==> config.mk <==
export PLATFORM = sky130hd
export DESIGN_NAME = fft_output_reorder_flat
export DESIGN_NICKNAME = d
export VERILOG_FILES = /design/src/rtl/fft_output_reorder_pkg.sv /design/src/rtl/fft_output_reorder_if.sv /design/src/rtl/fft_output_reorder_page_ram.sv /design/src/rtl/fft_output_reorder.sv /design/src/flat_wrapper.sv
export SDC_FILE = /design/constraint.sdc
export NUM_CORES = 2
export LEC_CHECK = 0
export BUFFER_PORTS_ARGS = -buffer_cell sky130_fd_sc_hd__clkbuf_2
export CORE_ASPECT_RATIO = 0.6
export CORE_MARGIN = 4
export CORE_UTILIZATION = 45
export CTS_CLUSTER_SIZE = 14
export DETAILED_ROUTE_END_ITERATION = 12
export GPL_TIMING_DRIVEN = 0
export PLACE_DENSITY = 0.6
export SYNTH_ARGS = -nofsm -noshare
export SYNTH_HDL_FRONTEND = slang
export SYNTH_MEMORY_MAX_BITS = 65536
export SYNTH_SLANG_ARGS = --single-unit
==> constraint.sdc <==
create_clock -name clk -period 6.8 [get_ports clk]
set_input_delay 0.34 -clock clk [delete_from_list [all_inputs] [get_ports clk]]
set_output_delay 0.34 -clock clk [all_outputs]
set_load 0.01 [all_outputs]
==> src/rtl/fft_output_reorder_pkg.sv <==
// Shared constants, page/FSM encodings and the bit-reverse helper for the
// FFT output reorder buffer.
package fft_output_reorder_pkg;

  localparam int LOG2N = 6;
  localparam int N     = 1 << LOG2N;

  typedef enum logic [1:0] {
    PG_EMPTY    = 2'd0,
    PG_FILLING  = 2'd1,
    PG_FULL     = 2'd2,
    PG_DRAINING = 2'd3
  } page_state_t;

  typedef enum logic {
    W_IDLE = 1'b0,
    W_FILL = 1'b1
  } wr_state_t;

  typedef enum logic {
    R_IDLE  = 1'b0,
    R_DRAIN = 1'b1
  } rd_state_t;

  // Reverse the low 'bits' bits of v (bits <= 16).
  function automatic logic [15:0] bitrev(input logic [15:0] v, input int bits);
    logic [15:0] r;
    for (int i = 0; i < 16; i++) r[i] = v[15-i];
    return r >> (16 - bits);
  endfunction

endpackage

==> src/rtl/fft_output_reorder_if.sv <==
// Handshake/data bundle between the FFT core, the reorder buffer and the
// natural-order consumer.
interface fft_output_reorder_if #(
  parameter int BW    = 16,
  parameter int LOG2N = fft_output_reorder_pkg::LOG2N
);
  logic             in_valid;
  logic [BW-1:0]    in_re0, in_im0, in_re1, in_im1;
  logic             out_valid;
  logic             out_ready;
  logic [BW-1:0]    out_re, out_im;
  logic [LOG2N-1:0] out_index;
  logic             out_last;
  logic             overflow;

  modport master (
    output in_valid, in_re0, in_im0, in_re1, in_im1, out_ready,
    input  out_valid, out_re, out_im, out_index, out_last, overflow
  );

  modport slave (
    input  in_valid, in_re0, in_im0, in_re1, in_im1, out_ready,
    output out_valid, out_re, out_im, out_index, out_last, overflow
  );
endinterface

==> src/rtl/fft_output_reorder_page_ram.sv <==
// One reorder page: two write ports, one synchronous read port whose output
// register holds while re is low.
module reorder_page_ram #(
  parameter int DW = 32,
  parameter int AW = 6
) (
  input  logic          clk,
  input  logic          rst,
  input  logic          we,
  input  logic [AW-1:0] wa0,
  input  logic [AW-1:0] wa1,
  input  logic [DW-1:0] wd0,
  input  logic [DW-1:0] wd1,
  input  logic          re,
  input  logic [AW-1:0] ra,
  output logic [DW-1:0] rd
);
  logic [DW-1:0] mem [1 << AW];

  // wa0 and wa1 are always distinct bins of the same pair.
  always_ff @(posedge clk) begin
    if (we) begin
      mem[wa0] <= wd0;
      mem[wa1] <= wd1;
    end
  end

  always_ff @(posedge clk) begin
    if (rst)     rd <= '0;
    else if (re) rd <= mem[ra];
  end
endmodule

==> src/rtl/fft_output_reorder.sv <==
// Ping-pong reorder buffer: bit-reversed FFT output pairs in, natural-order
// samples out on a valid/ready stream; frames are dropped when both pages are busy.
//
// state   | meaning
// W_IDLE  | waiting for pair 0 of a frame
// W_FILL  | writing pairs 1..N/2-1 (or discarding them if the frame was dropped)
// R_IDLE  | next fetch is bin 0 of page r_ptr once that page is FULL
// R_DRAIN | fetching bins 1..N-1 of page r_ptr
module fft_output_reorder #(
  parameter int BW    = 16,
  parameter int LOG2N = fft_output_reorder_pkg::LOG2N
) (
  input logic clk,
  input logic rst,
  fft_output_reorder_if.slave bus
);
  import fft_output_reorder_pkg::*;

  typedef logic [LOG2N-2:0] pair_t;

  page_state_t      pg_state [2];
  wr_state_t        w_state;
  rd_state_t        r_state;
  logic             w_ptr, w_drop, r_ptr, out_page;
  pair_t            w_cnt;
  logic [LOG2N-1:0] r_addr, out_index_q, wa0, wa1;
  logic             out_valid_q, out_last_q, overflow_q;
  logic             xfer_last, advance, fetch, wr_en;
  logic [1:0]       page_free;
  logic [2*BW-1:0]  rd_data [2];

  assign xfer_last = out_valid_q && bus.out_ready && out_last_q;
  assign advance   = !out_valid_q || bus.out_ready;
  assign fetch     = advance && (r_state == R_DRAIN || pg_state[r_ptr] == PG_FULL);

  // A draining page counts as free in the cycle its last bin is accepted.
  always_comb begin
    for (int p = 0; p < 2; p++)
      page_free[p] = (pg_state[p] == PG_EMPTY) ||
                     (pg_state[p] == PG_DRAINING && xfer_last && out_page == p[0]);
  end

  assign wr_en = bus.in_valid && ((w_state == W_IDLE) ? page_free[w_ptr] : !w_drop);
  assign wa0   = LOG2N'(bitrev(16'({w_cnt, 1'b0}), LOG2N));
  assign wa1   = LOG2N'(bitrev(16'({w_cnt, 1'b1}), LOG2N));

  for (genvar p = 0; p < 2; p++) begin : g_page
    reorder_page_ram #(.DW(2*BW), .AW(LOG2N)) u_ram (
      .clk (clk),
      .rst (rst),
      .we  (wr_en && w_ptr == 1'(p)),
      .wa0 (wa0),
      .wa1 (wa1),
      .wd0 ({bus.in_re0, bus.in_im0}),
      .wd1 ({bus.in_re1, bus.in_im1}),
      .re  (fetch && r_ptr == 1'(p)),
      .ra  (r_addr),
      .rd  (rd_data[p])
    );
  end

  always_ff @(posedge clk) begin
    if (rst) begin
      pg_state[0] <= PG_EMPTY;
      pg_state[1] <= PG_EMPTY;
      w_state     <= W_IDLE;
      r_state     <= R_IDLE;
      w_ptr       <= 1'b0;
      w_drop      <= 1'b0;
      w_cnt       <= '0;
      r_ptr       <= 1'b0;
      r_addr      <= '0;
      out_page    <= 1'b0;
      out_valid_q <= 1'b0;
      out_last_q  <= 1'b0;
      out_index_q <= '0;
      overflow_q  <= 1'b0;
    end else begin
      if (advance) begin
        out_valid_q <= fetch;
        out_last_q  <= fetch && (&r_addr);
        if (fetch) begin
          out_index_q <= r_addr;
          out_page    <= r_ptr;
        end
      end

      if (xfer_last) pg_state[out_page] <= PG_EMPTY;

      if (fetch) begin
        if (r_state == R_IDLE) pg_state[r_ptr] <= PG_DRAINING;
        if (&r_addr) begin
          r_state <= R_IDLE;
          r_addr  <= '0;
          r_ptr   <= ~r_ptr;
        end else begin
          r_state <= R_DRAIN;
          r_addr  <= r_addr + 1'b1;
        end
      end

      // Write-side updates come last so a page refilled in its free cycle ends up FILLING.
      case (w_state)
        W_IDLE: if (bus.in_valid) begin
          w_state <= W_FILL;
          w_cnt   <= pair_t'(1);
          if (page_free[w_ptr]) begin
            pg_state[w_ptr] <= PG_FILLING;
            w_drop          <= 1'b0;
          end else begin
            w_drop     <= 1'b1;
            overflow_q <= 1'b1;
          end
        end
        W_FILL: if (bus.in_valid) begin
          if (&w_cnt) begin
            w_state <= W_IDLE;
            w_cnt   <= '0;
            if (!w_drop) begin
              pg_state[w_ptr] <= PG_FULL;
              w_ptr           <= ~w_ptr;
            end
          end else begin
            w_cnt <= w_cnt + 1'b1;
          end
        end
        default: w_state <= W_IDLE;
      endcase
    end
  end

  assign bus.out_valid = out_valid_q;
  assign bus.out_re    = rd_data[out_page][2*BW-1:BW];
  assign bus.out_im    = rd_data[out_page][BW-1:0];
  assign bus.out_index = out_index_q;
  assign bus.out_last  = out_last_q;
  assign bus.overflow  = overflow_q;
endmodule

==> src/flat_wrapper.sv <==
// flat-port wrapper written by rule: the top's interface ports become plain ports
module fft_output_reorder_flat import fft_output_reorder_pkg::*;
#(
  parameter int BW    = 16,
  parameter int LOG2N = fft_output_reorder_pkg::LOG2N
)
  (clk, rst, bus_in_valid, bus_in_re0, bus_in_im0, bus_in_re1, bus_in_im1, bus_out_ready, bus_out_valid, bus_out_re, bus_out_im, bus_out_index, bus_out_last, bus_overflow);
  fft_output_reorder_if #(.BW(BW), .LOG2N(LOG2N)) bus_i ();
  input logic clk;
  input logic rst;
  input wire logic [$bits(bus_i.in_valid)-1:0] bus_in_valid;
  input wire logic [$bits(bus_i.in_re0)-1:0] bus_in_re0;
  input wire logic [$bits(bus_i.in_im0)-1:0] bus_in_im0;
  input wire logic [$bits(bus_i.in_re1)-1:0] bus_in_re1;
  input wire logic [$bits(bus_i.in_im1)-1:0] bus_in_im1;
  input wire logic [$bits(bus_i.out_ready)-1:0] bus_out_ready;
  output wire logic [$bits(bus_i.out_valid)-1:0] bus_out_valid;
  output wire logic [$bits(bus_i.out_re)-1:0] bus_out_re;
  output wire logic [$bits(bus_i.out_im)-1:0] bus_out_im;
  output wire logic [$bits(bus_i.out_index)-1:0] bus_out_index;
  output wire logic [$bits(bus_i.out_last)-1:0] bus_out_last;
  output wire logic [$bits(bus_i.overflow)-1:0] bus_overflow;
  assign bus_i.in_valid = bus_in_valid;
  assign bus_i.in_re0 = bus_in_re0;
  assign bus_i.in_im0 = bus_in_im0;
  assign bus_i.in_re1 = bus_in_re1;
  assign bus_i.in_im1 = bus_in_im1;
  assign bus_i.out_ready = bus_out_ready;
  assign bus_out_valid = bus_i.out_valid;
  assign bus_out_re = bus_i.out_re;
  assign bus_out_im = bus_i.out_im;
  assign bus_out_index = bus_i.out_index;
  assign bus_out_last = bus_i.out_last;
  assign bus_overflow = bus_i.overflow;
  fft_output_reorder #(.BW(BW), .LOG2N(LOG2N)) u_core (.clk(clk), .rst(rst), .bus(bus_i));
endmodule
Word level (Yosys, flattened, before mapping)
Memories as Yosys holds them, arrays and structs flattened. A register that Yosys moved wholly into a read port is not among the register bits. Cells that the tools add are included.

Muxes and demuxes: 50. Add/sub/neg operators: 2. Equality and inequality tests: 5. $lt $le $gt $ge: 2. Bitwise operators: 8. Reduce and logical (&&, ||, !) cells: 31.

Operators by type and width (count): two-way mux 32 bit (3); two-way mux 1 bit (38); two-way mux 5 bit (3); logical AND 1 bit (13); one-hot mux 5 bit (2 select lines) (1); AND reduction 8 bit (1); AND reduction 7 bit (1); adder 6 x 1 -> 6 bit (second input constant) (1); equality test 2 bit (second input constant) (3); two-way mux 2 bit (3); two-way mux 6 bit (1); NOT 1 bit (6); AND reduction 2 bit (3); AND reduction 6 bit (1); adder 5 x 1 -> 5 bit (second input constant) (1); AND reduction 5 bit (1); zero test 2 bit (2); logical OR 1 bit (4); inequality test 2 bit (second input constant) (2); OR reduction 2 bit (2); AND reduction 3 bit (1); greater-or-equal comparator 2 bit (second input constant) (1); zero test 1 bit (2); less-than comparator 1 x 2 -> 1 bit (second input constant) (1); other kinds (3) (3).

Memories kept: 3. Output and inout bits: 41. Flip-flop bits (word level): 26. Memory bits (writable): 4100.

Memories: u_core.g_page[0].u_ram.mem (depth 64, width 32, read ports 1, clocked after Yosys merged registers in 1, write ports 2, line fft_output_reorder_page_ram.sv:18) `logic [DW-1:0] mem [1 << AW];`; u_core.g_page[1].u_ram.mem (depth 64, width 32, read ports 1, clocked after Yosys merged registers in 1, write ports 2, line fft_output_reorder_page_ram.sv:18); u_core.pg_state (depth 2, width 2, read ports 3, clocked after Yosys merged registers in 1, write ports 3, line fft_output_reorder.sv:21) `page_state_t pg_state [2];`.

Logic depth before layout (Yosys ltp)
Depth after elaboration: 13. Mapped depth: 11. Mapped depth without buffers: 8.

By module
From an unflattened synthesis, not the netlist that was laid out.

Cells, all modules: 12852. Area total of the unflattened synthesis: 213372.1 µm².

By module, submodules not included: reorder_page_ram (area each 105753.9 µm², cells each 6320, sequential area each 62139.6 µm², instances 2); fft_output_reorder (area each 1864.3 µm², cells each 212, sequential area each 660.6 µm², instances 1).

Worst setup path after synthesis
Ideal clock, no wire load.

Kind: register to register. Start: register u_core.out_page. End: memory u_core.g_page[1].u_ram.mem[30][0] (enable). Arrival: 5.454 ns. Path buffers: 1. Cell stages (with the launch flop): 6. Data required time: 6.235 ns. Library setup time: 0.565 ns. Slack: 0.781 ns. Cell sequence: dfxtp_1 > clkbuf_1 > nand4_1 > o21ai_0 > o211ai_1 > nor3_1.

RTL lines: start, declared (line fft_output_reorder.sv:24) `logic w_ptr, w_drop, r_ptr, out_page;`; start signal, assigned (line fft_output_reorder.sv:84) `out_page <= r_ptr;`; end, declared (line fft_output_reorder_page_ram.sv:18).

==> results.md <==
• **count of yosys warnings during synthesis** 0
• **maximum net fanout on the critical path** 10
• **RSZ-0062 raised after global routing** no
• **number of antenna violations at the first check in global routing** 61
• **worst vdd rail ir drop** 0.2298 mV
• **endpoints failing setup** 0
• **Switching Fraction** 0.2872
• **max-capacitance violation count** 6
• **clock latency on the worst-skew pair** 0.97 ns
• **die height** 470.4 um
• **part of the cycle the worst path needs** 0.7018
• **Worst Hold Path Cells** 1
• **global routing usage summed across all routing layers** 0.3101
• **number of H-tree levels** 5
• **net load switching power** 17,730 uW
• **number of remaining DRC errors** 0
• **largest net degree at the start of global routing** 65
• **number of instances resized during post-cts repair** 0
• **endpoint kind of the worst setup timing path** flip-flop
• **Final Total Pwr** 61,750 uW
• **slew at the pin with the worst max-slew slack** 1.680 ns
• **number of cell rows** 169
• **clock share of power** 0.334
• **Clk pin slew, worst setup/hold paths** 0.07 ns
• **Via Count** 88,770
• **pwr/cell area** 332.9 nW/um2
• **post-synthesis cell count** 7,282
• **part of the total power dissipated in sequential elements** 0.466
• **worst reg2reg setup slack** 2.03 ns
• **result of the run** finished with violations
• **arrival time worst endpoint** 5.69 ns
• **Total Die Area** 366,300 um2
• **placeable core region** 354,200 um2
• **Max Root-Sink Buffers** 4
• **required time of the critical path** 7.71 ns
• **FFs w/ async S/R, synth** 0
• **min-delay worst type** input pin to flip-flop
• **met3 Usage GRT** 0.1634
• **Root Buffer** sky130_fd_sc_hd__clkbuf_16
• **layout overhead on the synthesized area** 15.65%
• **flip-flop and latch count after synthesis** 4,191
• **utilization after layout** 0.5237
• **number of hold-repair buffers added at the cts stage** 11
• **fmax** 209.5 MHz
• **clock tree from TritonCTS** built
• **most heavily used metal layer in global routing** met1
• **Relative slew margins** -0.1198
• **Register-to-Register Path Depth** 7
• **wire length of the first global-routing pass** 754,400 um
• **cell leakage power** 0.05654 uW
• **final routed wirelength across all metal layers** 577,800 um
• **total grt overflow** 0
• **Mapped Avg Cell Area** 22.02 um2
• **combinational fraction of design power** 0.200
• **HPWL after DPL** 399,900 um
• **unique cell type count in the Yosys netlist** 70
• **total negative slack** 0 ns
• **final-stage net count** 8,184
• **vias in the first global route** 81,210
• **violations in the final reports** max-capacitance violations, max-slew violations
• **cell-internal power** 44,010 uW
• **Routability Congestion** 0.9440
• **crit path launch type** flip-flop
• **DR pass1 iterations** 8
• **number of placed I/O pins** 109
• **Final ANT Viol Nets** 0
• **IO Port Bufs** 107
• **die outline width** 778.7 um
• **setup clock skew after layout** 0.07156 ns
• **net count after synthesis** 7,356
• **number of flops mapped to enable cells by yosys** 4,100
• **Final Hold Viols** 0
• **met2 layer usage reported by global route** 0.3925
• **vias per cell** 6.773
• **buffers inserted by post-CTS timing repair** 0
• **minimum clock period** 4.772 ns
• **starting utilization of the core area** 0.4528
• **layout cells sized above 1** 0.2636
• **start-to-end type of the worst setup path** flip-flop to flip-flop
• **share of the yosys chip area belonging to registers** 0.7790
• **routed length per placed instance** 44.09 um
• **pins over their slew limit** 89
• **met1 demand-to-capacity share in global routing** 0.4419
• **clock tree sinks** 4,191
• **area of the mapped netlist** 160,400 um2
• **ys flop type** sky130_fd_sc_hd__edfxtp_1
• **CTS buffer count** 376
• **Iter 0 DRT Violations** 18,600
[routing by layer]
metal	wire, um	vias up
met1	217200	46710
met5	789	-
li1	-	32510
met2	222100	8247
met4	30400	18
met3	107300	1291
[synth_stat cells, types with 21 or more instances]
cell,number,share of area
sky130_fd_sc_hd__edfxtp_1,4100,0.77
sky130_fd_sc_hd__mux4_2,828,0.12
sky130_fd_sc_hd__mux2i_1,499,0.031
sky130_fd_sc_hd__nor2_1,200,0.0047
sky130_fd_sc_hd__a22oi_1,153,0.0072
sky130_fd_sc_hd__buf_2,125,0.0039
sky130_fd_sc_hd__o22ai_1,121,0.0047
sky130_fd_sc_hd__nand2_1,119,0.0028
sky130_fd_sc_hd__clkbuf_1,117,0.0027
sky130_fd_sc_hd__buf_4,102,0.0048
sky130_fd_sc_hd__dfxtp_1,91,0.011
sky130_fd_sc_hd__a21oi_1,72,0.0022
sky130_fd_sc_hd__a211oi_1,67,0.0031
sky130_fd_sc_hd__mux2_2,59,0.0041
sky130_fd_sc_hd__nor3_1,50,0.0016
sky130_fd_sc_hd__buf_6,47,0.0033
sky130_fd_sc_hd__nand3_1,43,0.0013
sky130_fd_sc_hd__o21ai_0,43,0.0013
sky130_fd_sc_hd__a22o_1,34,0.0019
sky130_fd_sc_hd__a31oi_1,34,0.0013
sky130_fd_sc_hd__a221oi_1,32,0.0017
sky130_fd_sc_hd__mux4_1,30,0.0049
sky130_fd_sc_hd__o221a_2,26,0.0018
sky130_fd_sc_hd__or3_1,22,0.00086
sky130_fd_sc_hd__nor2b_1,21,0.00082
sky130_fd_sc_hd__o211ai_1,21,0.00098
[worst paths after layout]
path | startpoint | end
worst max-delay path | u_core.r_addr[3] | u_core.g_page[1].u_ram.rd[0]
worst min register to register | u_core.g_page[1].u_ram.rd[27] | u_core.g_page[1].u_ram.rd[27]
worst max register to register | u_core.r_addr[3] | u_core.g_page[1].u_ram.rd[0]
worst min-delay path | bus_in_im1[15] | u_core.g_page[0].u_ram.mem[40][15]
[area by class of cell]
cell class,instances,area [um2]
diodes,24,60.06
fillers,27010,168700
well taps,4702,5883
multi-input cells,2663,33370
clock buffers,503,10230
plain buffers,420,2619
inverters,8,30.03
repair buffers,450,7232
flip-flops and latches,4191,124900
clock inverters,145,1127
[placed cells by master (no fill, tap or decap), drive strengths merged, types with 50 or more instances in the layout]
master,instances
mux2i,499
nand2,119
mux2,59
a21oi,72
o21ai,53
nor2,201
dfxtp,91
edfxtp,4100
buf,638
a211oi,67
nor3,50
mux4,858
clkbuf,702
a22oi,153
o22ai,121
clkinv,118
[through the flow]
| step | hold slack (ns) | cells | instance area (um2) | setup slack, ns |
|---|---|---|---|---|
| floorplan | 0.4389 | 7282 | 160400 | 0.7815 |
| global placement | 0.4863 | 12090 | 166800 | -8.227 |
| detailed placement | 0.4917 | 12370 | 173200 | 2.296 |
| CTS | 0.07514 | 13030 | 184700 | 2.297 |
| global route | 0.001970 | 13090 | 185400 | 2.143 |
| finish | 0.003489 | 13110 | 185500 | 2.028 |
[power groups by stage]
stage | registers (uW) | logic [uW] | clock network (uW)
6_report | 28800 | 12400 | 20600
2_1_floorplan | 29200 | 6500 | 0
5_1_grt | 28800 | 12600 | 21800
3_3_place_gp | 29300 | 11600 | 0
4_1_cts | 28800 | 11900 | 20700
3_5_place_dp | 29300 | 11900 | 0
[worst max-delay path, cell delays in order (launching register included)]
cell and delay (ns):
sky130_fd_sc_hd__dfxtp_1 0.32, sky130_fd_sc_hd__buf_2 0.24, sky130_fd_sc_hd__buf_2 0.38, sky130_fd_sc_hd__buf_2 0.44, sky130_fd_sc_hd__nand3_1 1.16, sky130_fd_sc_hd__clkbuf_1 0.62, sky130_fd_sc_hd__o211ai_1 1.19, sky130_fd_sc_hd__o221a_2 0.36
[cells by family (layout without fill, tap and decap cells)]
logic type,after synthesis,after routing,synth area share
compound gates,711,711,0.03231
other cells,0,24,0
xor+xnor,7,7,0.0003823
flops,4191,4191,0.7790
simple gates,523,523,0.01497
buf+inv,428,1526,0.01640
fa+ha+maj,6,6,0.0004681
mux,1416,1416,0.1565
[state kept, by name, summed over array words and instances, names as in the netlist, named ones only]
signal and flops:
u_core.r_addr 6, u_core.r_ptr 1, u_core.bus.out_last 1, u_core.w_state 1, u_core.w_cnt 5, u_core.out_page 1
u_core.r_state 1, u_core.bus.out_index 6, u_core.bus.overflow 1, u_core.bus.out_valid 1, u_core.w_drop 1, u_core.pg_state 4
u_core.g_page.u_ram.rd 64, u_core.g_page.u_ram.mem 4096, u_core.w_ptr 1
No activity file was read; power rests on OpenSTA's default activity.
